$ cat src/rtl/ula_pkg.sv
// Shared raster timing constants and video RAM address formation for the ULA video reader.
package ula_pkg;

  localparam int unsigned H_TOTAL = 456;
  localparam int unsigned V_TOTAL = 311;

  localparam logic [8:0] H_LAST         = 9'(H_TOTAL - 1);
  localparam logic [8:0] V_LAST         = 9'(V_TOTAL - 1);
  localparam logic [8:0] H_PAPER_FIRST  = 9'd8;
  localparam logic [8:0] H_PAPER_LAST   = 9'd263;
  localparam logic [8:0] H_FETCH_LAST   = 9'd255;
  localparam logic [8:0] V_PAPER_LAST   = 9'd191;
  localparam logic [8:0] H_BLANK_FIRST  = 9'd320;
  localparam logic [8:0] H_BLANK_LAST   = 9'd415;
  localparam logic [8:0] V_BLANK_FIRST  = 9'd240;
  localparam logic [8:0] V_BLANK_LAST   = 9'd255;
  localparam logic [8:0] H_SYNC_FIRST   = 9'd344;
  localparam logic [8:0] H_SYNC_LAST    = 9'd375;
  localparam logic [8:0] V_SYNC_FIRST   = 9'd248;
  localparam logic [8:0] V_SYNC_LAST    = 9'd251;
  localparam logic [8:0] IRQ_LINE       = 9'd248;
  localparam logic [8:0] IRQ_H_LAST     = 9'd71;
  localparam logic [8:0] H_CONTEND_LAST = 9'd263;

  typedef enum logic [1:0] {
    FETCH_NONE,
    FETCH_BITMAP,
    FETCH_ATTR
  } fetch_e;

  function automatic logic [12:0] vram_addr(input fetch_e kind, input logic [7:0] y,
                                            input logic [4:0] n);
    case (kind)
      FETCH_BITMAP: return {y[7:6], y[2:0], y[5:3], n};
      FETCH_ATTR:   return {3'b110, y[7:3], n};
      default:      return '0;
    endcase
  endfunction

endpackage

$ cat src/rtl/ula_video_if.sv
// Video RAM read port (port 2 of the dual-port RAM) as seen by the ULA video reader.
interface ula_video_if;
  logic        vce;
  logic [12:0] va;
  logic [7:0]  vq;

  modport master (output vce, va, input vq);
  modport slave  (input vce, va, output vq);
endinterface

$ cat src/rtl/ula_counters.sv
// Horizontal/vertical raster counters and 5-bit frame counter; exports the flash phase.
module ula_counters
  import ula_pkg::*;
(
  input  logic       clock,
  input  logic       reset,
  input  logic       ce,
  output logic [8:0] hcount,
  output logic [8:0] vcount,
  output logic       flash,
  output logic       line_end
);

  logic [4:0] frame;

  assign line_end = (hcount == H_LAST);
  assign flash    = frame[4];

  always_ff @(posedge clock) begin
    if (reset) begin
      hcount <= '0;
      vcount <= '0;
      frame  <= '0;
    end else if (ce) begin
      if (line_end) begin
        hcount <= '0;
        if (vcount == V_LAST) begin
          vcount <= '0;
          frame  <= frame + 5'd1;
        end else begin
          vcount <= vcount + 9'd1;
        end
      end else begin
        hcount <= hcount + 9'd1;
      end
    end
  end

endmodule

$ cat src/rtl/ula_video.sv
// ZX Spectrum 128 ULA video reader: bitmap/attribute fetch, pixel shifter, colour, sync, blank, irq.
// Optional CPU contention output enabled by defining ULA_CONTENTION_EN.
module ula_video
  import ula_pkg::*;
(
  input  logic        clock,
  input  logic        reset,
  input  logic        ce,
  input  logic [2:0]  border,
  ula_video_if.master vram,
  output logic        r,
  output logic        g,
  output logic        b,
  output logic        i,
  output logic        blank,
  output logic        hsync,
  output logic        vsync,
  output logic        irq,
  input  logic        ca,
  output logic        contend
);

  logic [8:0] hcount, vcount;
  logic       flash, line_end;

  ula_counters u_counters (
    .clock    (clock),
    .reset    (reset),
    .ce       (ce),
    .hcount   (hcount),
    .vcount   (vcount),
    .flash    (flash),
    .line_end (line_end)
  );

  logic       paper_line, fetch_h, paper, load;
  fetch_e     fetch;
  logic [7:0] bitmap_latch, attr_latch, shift_reg, attr_reg;
  logic [7:0] pix_bits, attr_cur;
  logic [2:0] colour;
  logic       bright, blank_next;

  assign paper_line = (vcount <= V_PAPER_LAST);
  assign fetch_h    = paper_line && (hcount <= H_FETCH_LAST);
  assign paper      = paper_line && (hcount >= H_PAPER_FIRST) && (hcount <= H_PAPER_LAST);
  assign load       = paper && (hcount[2:0] == 3'd0);

  // Fetch strobes are decoded straight from the counters so the RAM sees them in the same ce slot.
  always_comb begin
    fetch = FETCH_NONE;
    if (!reset && fetch_h) begin
      case (hcount[2:0])
        3'd0:    fetch = FETCH_BITMAP;
        3'd2:    fetch = FETCH_ATTR;
        default: fetch = FETCH_NONE;
      endcase
    end
  end

  assign vram.vce = (fetch != FETCH_NONE);
  assign vram.va  = vram_addr(fetch, vcount[7:0], hcount[7:3]);

  // On a load slot the first pixel comes straight from the latches, keeping one cycle of latency.
  assign pix_bits = load ? bitmap_latch : shift_reg;
  assign attr_cur = load ? attr_latch : attr_reg;

  always_comb begin
    colour     = border;
    bright     = 1'b0;
    blank_next = ((hcount >= H_BLANK_FIRST) && (hcount <= H_BLANK_LAST)) ||
                 ((vcount >= V_BLANK_FIRST) && (vcount <= V_BLANK_LAST));
    if (paper) begin
      colour = (pix_bits[7] ^ (attr_cur[7] & flash)) ? attr_cur[2:0] : attr_cur[5:3];
      bright = attr_cur[6];
    end
  end

  always_ff @(posedge clock) begin
    if (reset) begin
      bitmap_latch <= '0;
      attr_latch   <= '0;
      shift_reg    <= '0;
      attr_reg     <= '0;
    end else if (ce) begin
      if (line_end) begin
        bitmap_latch <= '0;
        attr_latch   <= '0;
        shift_reg    <= '0;
        attr_reg     <= '0;
      end else begin
        shift_reg <= {pix_bits[6:0], 1'b0};
        attr_reg  <= attr_cur;
        if (fetch_h && hcount[2:0] == 3'd1) bitmap_latch <= vram.vq;
        if (fetch_h && hcount[2:0] == 3'd3) attr_latch   <= vram.vq;
      end
    end
  end

  always_ff @(posedge clock) begin
    if (reset) begin
      {g, r, b} <= '0;
      i         <= 1'b0;
      blank     <= 1'b1;
      hsync     <= 1'b1;
      vsync     <= 1'b1;
      irq       <= 1'b1;
    end else if (ce) begin
      {g, r, b} <= blank_next ? 3'b000 : colour;
      i         <= !blank_next && bright;
      blank     <= blank_next;
      hsync     <= !((hcount >= H_SYNC_FIRST) && (hcount <= H_SYNC_LAST));
      vsync     <= !((vcount >= V_SYNC_FIRST) && (vcount <= V_SYNC_LAST));
      irq       <= !((vcount == IRQ_LINE) && (hcount <= IRQ_H_LAST));
    end
  end

`ifdef ULA_CONTENTION_EN
  assign contend = !reset && ca && paper_line && (hcount <= H_CONTEND_LAST) &&
                   (hcount[3:0] < 4'd12);
`else
  // Contention disabled: ca is read but has no effect.
  assign contend = ca & 1'b0;
`endif

endmodule

$ cat src/flat_wrapper.sv
// flat-port wrapper written by rule: the top's interface ports become plain ports
module ula_video_flat import ula_pkg::*;
  (clock, reset, ce, border, r, g, b, i, blank, hsync, vsync, irq, ca, contend, vram_vce, vram_va, vram_vq);
  ula_video_if vram_i ();
  input  logic clock;
  input  logic reset;
  input  logic ce;
  input  logic [2:0] border;
  output logic r;
  output logic g;
  output logic b;
  output logic i;
  output logic blank;
  output logic hsync;
  output logic vsync;
  output logic irq;
  input  logic ca;
  output logic contend;
  output wire logic [$bits(vram_i.vce)-1:0] vram_vce;
  output wire logic [$bits(vram_i.va)-1:0] vram_va;
  input wire logic [$bits(vram_i.vq)-1:0] vram_vq;
  assign vram_vce = vram_i.vce;
  assign vram_va = vram_i.va;
  assign vram_i.vq = vram_vq;
  ula_video u_core (.clock(clock), .reset(reset), .ce(ce), .border(border), .vram(vram_i), .r(r), .g(g), .b(b), .i(i), .blank(blank), .hsync(hsync), .vsync(vsync), .irq(irq), .ca(ca), .contend(contend));
endmodule
$ cat config.mk
export PLATFORM = sky130hd
export DESIGN_NAME = ula_video_flat
export DESIGN_NICKNAME = d
export VERILOG_FILES = /design/src/rtl/ula_pkg.sv /design/src/rtl/ula_video_if.sv /design/src/rtl/ula_counters.sv /design/src/rtl/ula_video.sv /design/src/flat_wrapper.sv
export SDC_FILE = /design/constraint.sdc
export NUM_CORES = 1
export LEC_CHECK = 0
export ABC_AREA = 0
export CAP_MARGIN = 20
export CORE_MARGIN = 10
export CORE_UTILIZATION = 60
export CTS_BUF_LIST = sky130_fd_sc_hd__clkbuf_16
export DETAILED_ROUTE_END_ITERATION = 10
export PLACE_DENSITY = 0.92
export RECOVER_POWER = 25
export SLEW_MARGIN = 10
export SYNTH_ARGS = -nofsm -noshare
export SYNTH_HDL_FRONTEND = slang
export SYNTH_SLANG_ARGS = --single-unit
$ cat constraint.sdc
create_clock -name clock -period 8.8 [get_ports clock]
set_clock_uncertainty 0.2 [all_clocks]
set_input_delay 2.64 -clock clock [delete_from_list [all_inputs] [get_ports clock]]
set_output_delay 2.64 -clock clock [all_outputs]
set_load 0.01 [all_outputs]
==> results.md, run 1 <==
* Run status: complete, no violations
* Flops & latches, synth at 62
* Peak VDD IR at 0.133 mV
* CP Buf/Inv Count at 4
* DRT Wirelength at between 8000 and 9000 um
* GRT Total Usage at between 10% and 20%
* Vias per cell at 6.16
* Cell with the most instances after synthesis: dfxtp_1
* Worst Path Required at about 6000 ps
* Final min period at approximately 8200 ps
* Relative slew slack at roughly 18%
* Final hold vios at 0
* Hold_buf cts at 0
* Die height at ~94 um
* Drt pass-1 iters at 5
* Iteration-0 DRC Markers at 270
* Final ANT Viol Nets at 0
* Power Density at about 170 nW/um^2
* Placed Cells at between 400 and 500
* Seq/Total Area, Yosys at 38.0%
* Post-CTS Setup Bufs at 0
* Mux contribution to synthesized area at 5.25%
* Synth area leader: dfxtp_1
* Critical path cell sequence: clkdlybuf4s50_1 -> clkbuf_1 -> nor3_1 -> inv_1 -> ha_1 -> nor2_1 -> nor2_1 -> o21a_1 -> clkdlybuf4s50_1
* CTS tree: done
* Largest fanout on the critical path at 12
* Prevailing post-synth register cell: dfxtp_1
* Initial antenna violation count at 0
* Fmax at ~120 MHz
* Post-DP HPWL at 5640 um
* Clk sinks at 62
* CTS root buf: clkbuf_16
* Async S/R FF share, synth at 0%
* Final Instance Area at 3890 sq um
* Via count at about 3000
* Die area at roughly 8800 sq um
* CP Data Arrival Time at between 5000 and 6000 ps
* XOR/XNOR share of the synthesized area at under 10%
* Least-Margin Pin Slew at roughly 1200 ps
* Core ar. at about 5200 sq um
* Max stage delay on crit path at ~560 ps
* I/O Buffers at 35
* Share of cells above drive strength 1 at 5.67%
* CP Launch Type: primary input
* Worst Setup End Kind: primary output
* Wire per inst at between 15 and 20 um
* Placer Congestion at a little under 0.9
* Post-synth net total at approximately 420
* Area contributors post-synth: dfxtp_1 38%, nand2_1 5.6%, ha_1 5.4%
* Initial core utilization at 62.8%
* Max-cap viol count at 0
* Post-CTS resize count at 0
* Io pins at 38
* Inserted Clock Buffers at 9
* Mapped cell area at between 3000 and 4000 sq um
* Filler cells at 389
* EDFF count, synth at 0
* Max clock buf depth at 2
* Mean Syn Cell Area at 8.31 sq um
* Area after detailed placement at 3620 sq um
* Fin nets at between 400 and 500
* Final setup violation count at 0
* Final Cycle Share at between 90% and 100%
* Wire length of the first global-routing pass at 13700 um
* Row cnt at 26
* Synth Area in Adders at 5.36%
* Hold WC Path Type: reg -> reg
* DRC Markers at 0
* Clk Latency, worst-skew pair at about 330 ps
* Largest net degree at the start of global routing at 31
* Diodes inserted at 0
* Global route overflow at 0
* Synth Area in Compound Gates at between 10% and 20%
* Post-synth top area share at 38.0%
* CP Class: in -> out
* Post-Synthesis Cells at 393
* RSZ-0062 raised after global routing: false
* Synth top cells by count: 62 x dfxtp_1, 49 x nand2_1, 30 x nor2_1, 25 x nand3_1
* Synth unique cells at 55
* Vias in the first global route at 2854
* Largest registers: u_core.u_counters.hcount x9, u_core.u_counters.vcount x9
* Critical path's top delay family: buffers and inverters
* Yosys warning count at 0
* CP max stage cell: clkdlybuf4s50_1
* H-tree depth at 3
* Area Overhead vs Synth at 19.1%
* Layout Cells excl Fill at 493
* P_leak at around 1.4 nW
* Post-Synth Simple-Gate Area at 26.4%
* Largest family of logic cells by synthesized area: simple AND/OR/NAND/NOR gates
* Clock transition at path regs at ~60 ps
* Setup TNS at 0 ps
* Fin. max-slew vios at 0
* Die width at between 90 and 100 um
-- final timing paths --
| path | from | endpoint | slack, ps | depth (start not counted) |
|---|---|---|---|---|
| setup / recovery | reset | vram_va[11] | 650 | 9 |
| hold / removal | u_core.shift_reg[5] | u_core.shift_reg[5] | 260 | 2 |
| setup reg to reg | u_core.u_counters.hcount[0] | u_core.attr_reg[6] | 5750 | 6 |
| hold reg to reg | u_core.shift_reg[5] | u_core.shift_reg[5] | 260 | 2 |
-- kinds of logic after synthesis --
logic type      after synthesis
flops                        62
mux                          17
simple gates                171
buf+inv                      41
other cells                   1
xor+xnor                     17
fa+ha+maj                    14
compound gates               70
-- tightest hold or removal path, stage by stage, from the launching register on --
cell,delay (ps)
dfxtp_1,330
nand2_1,50
o21ai_0,60
-- metrics by stage --
step	power (mW)	util [%]	worst slack, ps	hold slack, ps
after global placement	0.339	69.5	1100	238
after CTS	0.660	74.9	950	258
final	0.657	74.8	648	262
after global routing	0.679	74.8	485	286
after detailed placement	0.341	69.6	1000	244
after floorplan	0.322	-	2110	224
-- layer usage --
metal  vias up  track usage [%]  wire (um)
li1       1452                -          -
met1      1460             23.4       3410
met2       116             31.2       4050
met3        11             6.47        622
met4         0             5.32         86
met5         -                0          0
-- power breakdown --
part	internal (mW)	leakage, nW	switching [mW]
logic	0.0179	0.734	0.0263
clock network	0.190	0.129	0.132
registers	0.286	0.501	0.00464
-- layout by cell type, fill, tap and decap left out, types with 3 or more instances in the layout --
master,Yosys,routed
a31oi_1,7,7
or4_1,3,3
clkbuf_16,0,9
dfxtp_1,62,62
nor3_1,17,17
or3_1,7,7
dlygate4sd3_1,0,9
inv_1,15,15
a32o_1,8,8
nand3_1,25,25
xnor2_1,11,11
and3_1,6,6
ha_1,14,14
nor2_1,30,30
and2_1,10,10
nand4_1,10,10
o21a_1,3,3
o21ai_0,11,11
xor2_1,6,6
a221o_1,3,3
clkdlybuf4s50_1,0,26
mux2i_1,16,16
a21oi_1,17,17
nand2_1,49,49
-- cell type report --
type | count | area, sq um | share of cell area (%)
clock buffers | 9 | 225 | 5.79
flip-flops and latches | 62 | 1240 | 31.9
multi-input cells | 290 | 1860 | 47.7
inverters | 16 | 60.1 | 1.54
repair buffers | 39 | 373 | 9.58
well taps | 70 | 87.6 | 2.25
clock inverters | 7 | 50.0 | 1.29
No activity file was read; power rests on OpenSTA's default activity.
==> run 2: changes to the inputs <==
--- a/config.mk
+++ b/config.mk
@@ -5,7 +5,6 @@
 export SDC_FILE = /design/constraint.sdc
 export NUM_CORES = 1
 export LEC_CHECK = 0
-export ABC_AREA = 0
 export CAP_MARGIN = 20
 export CORE_MARGIN = 10
 export CORE_UTILIZATION = 60
==> results of run 2 <==
No change in the layout: final DEF, timing and power equal those of run 1.
==> run 3: changes to the inputs <==
--- a/config.mk
+++ b/config.mk
@@ -12,7 +12,9 @@
 export DETAILED_ROUTE_END_ITERATION = 10
 export PLACE_DENSITY = 0.92
 export RECOVER_POWER = 25
+export REMOVE_ABC_BUFFERS = 1
 export SLEW_MARGIN = 10
 export SYNTH_ARGS = -nofsm -noshare
 export SYNTH_HDL_FRONTEND = slang
 export SYNTH_SLANG_ARGS = --single-unit
+export TNS_END_PERCENT = 100
==> run 3 against run 2 <==
Compared with the run above:
- first-iteration DRC count is 28% higher
- fmax is 4.1% higher
- cell count down 0.20%
- core utilization increased by 0.75 points
- clock-buffer cell count unchanged
- die area stayed put
- final area grew 1.0%
- combinational power up 3%
- worst setup slack better by 320 ps
- largest cell class unchanged
==> results.md, run 3 (same netlist as run 1, synthesis figures left out) <==
* Hold_buf cts at 0 (unchanged)
* CTS root buf: clkbuf_16
* Power Density at 180 nW/um^2 (+6.8%)
* Wire per inst at 17.5 um (+5.5%)
* Peak VDD IR at 0.119 mV (-11%)
* Commonest non-fill, non-tap cell in the layout: dfxtp_1
* Max-cap viol count at 0 (unchanged)
* Die width at 93.8 um (unchanged)
* CP Data Arrival Time at 4990 ps (-320 ps)
* Fin. max-slew vios at 0 (unchanged)
* Most frequent cells in the layout: 62 x dfxtp_1, 49 x nand2_1, 30 x nor2_1
* Largest fanout on the critical path at 8 (-4)
* Setup TNS at 0 ps (unchanged)
* Initial core utilization at 62.8% (unchanged)
* Pre-CTS setup slack at 1020 ps (+17.0 ps)
* Core ar. at 5200 sq um (unchanged)
* Vias per cell at 6.35 (+3.0%)
* Final ANT Viol Nets at 0 (unchanged)
* Row cnt at 26 (unchanged)
* Least-Margin Pin Slew at 1280 ps (+48.3 ps)
* Placer Congestion at 0.904 (+4.2%)
* DRC Markers at 0 (unchanged)
* Hold WC Path Type: reg -> reg
* Initial antenna violation count at 0 (unchanged)
* Diodes inserted at 0 (unchanged)
* Via count at 3124 (+2.8%)
* Clock transition at path regs at 50 ps (about the same)
* Final Cycle Share at 89.0% (-3.7 points)
* Largest net degree at the start of global routing at 40 (+29%)
* Share of cells above drive strength 1 at 5.45% (-0.22 points)
* I/O Buffers at 35 (unchanged)
* GRT Total Usage at 19.5% (+0.34 points)
* Final hold vios at 0 (unchanged)
* Hold WS at 259 ps (-3.26 ps)
* Post-CTS Setup Bufs at 0 (unchanged)
* Placed Cells at 476 (-0.21%)
* Global route overflow at 0 (unchanged)
* Worst Path Required at 5960 ps (about the same)
* Fin nets at 446 (-0.22%)
* DRT Wirelength at 8590 um (+5.2%)
* Inserted Clock Buffers at 9 (unchanged)
* Wire length of the first global-routing pass at 14100 um (+3.0%)
* Post-DP HPWL at 5890 um (+4.4%)
* Clk Latency, worst-skew pair at 330 ps (about the same)
* Area after detailed placement at 3620 sq um (-0.10%)
* Post-CTS resize count at 0 (unchanged)
* CP Class: in -> out
* Drt pass-1 iters at 5 (unchanged)
* Relative slew slack at 14.7% (-3.2 points)
* Worst Setup End Kind: primary output
* Iteration-0 DRC Markers at 346 (+28%)
* H-tree depth at 3 (unchanged)
* Path depth of the worst reg2reg path at 6 (unchanged)
* Die height at 93.8 um (unchanged)
* CP Launch Type: primary input
* Total Power at 0.709 mW (+7.8%)
* Area Overhead vs Synth at 20.3%
* Layout Cells excl Fill at 492 (-0.20%)
* P_leak at 1.39 nW (+1.8%)
* Final setup violation count at 0 (unchanged)
* Vias in the first global route at 3041 (+6.6%)
* Io pins at 38 (unchanged)
* Die area at 8800 sq um (unchanged)
* RSZ-0062 raised after global routing: false
* Hold depth at 2 (unchanged)
* Final Instance Area at 3930 sq um (+1.0%)
* Final min period at 7830 ps (-324 ps)
* Worst setup margin at 972 ps (+324 ps)
* Fmax at 128 MHz (+4.1%)
* Largest registers: u_core.u_counters.hcount x9, u_core.u_counters.vcount x9
* CTS tree: done
* Max clock buf depth at 2 (unchanged)
* Run status: complete, no violations
* Finished Core Util at 75.5% (+0.75 points)
* Clk sinks at 62 (unchanged)
[run 3: cell count changes in the layout (fill, tap and decap cells not counted), sizes merged]
cell	delta
inv	+1
clkinv	-2
clkbuf	-1
bufinv	+2
clkinvlp	-1
[run 3: power breakdown]
part | internal [mW] | switching [mW] | total [mW]
Combinational | 0.0179 | 0.0277 | 0.0456
Clock | 0.246 | 0.127 | 0.373
Sequential | 0.286 | 0.00457 | 0.290
[run 3: layout make-up]
class / count / area (sq um)
Inverter: 16 / 60.1
Timing Repair Buffer: 38 / 373
Multi-Input combinational cell: 290 / 1860
Fill cell: 365 / 1270
Clock inverter: 7 / 88.8
Clock buffer: 9 / 225
Sequential cell: 62 / 1240
Tap cell: 70 / 87.6
[run 3: worst paths after layout]
path / startpoint / to / slack [ps]
setup / recovery: reset / vram_va[5] / 970
hold / removal: u_core.shift_reg[6] / u_core.shift_reg[6] / 260
setup reg to reg: u_core.u_counters.hcount[0] / u_core.attr_reg[1] / 5610
hold reg to reg: u_core.shift_reg[6] / u_core.shift_reg[6] / 260
[run 3: worst max-delay path, cell delays in order]
cell and delay [ps]:
clkdlybuf4s50_1 480, nor2_1 190, and3_1 190, ha_1 260, nor2_1 120, nor2_1 340
and2_1 200, clkdlybuf4s50_1 560
[run 3: layer usage]
metal	up-vias	global-route usage, %	share of wire, %
met5	-	0	0
met4	0	11.8	2.1
met3	15	3.36	8.1
met2	166	31.6	50
met1	1491	23.4	40
li1	1452	-	-
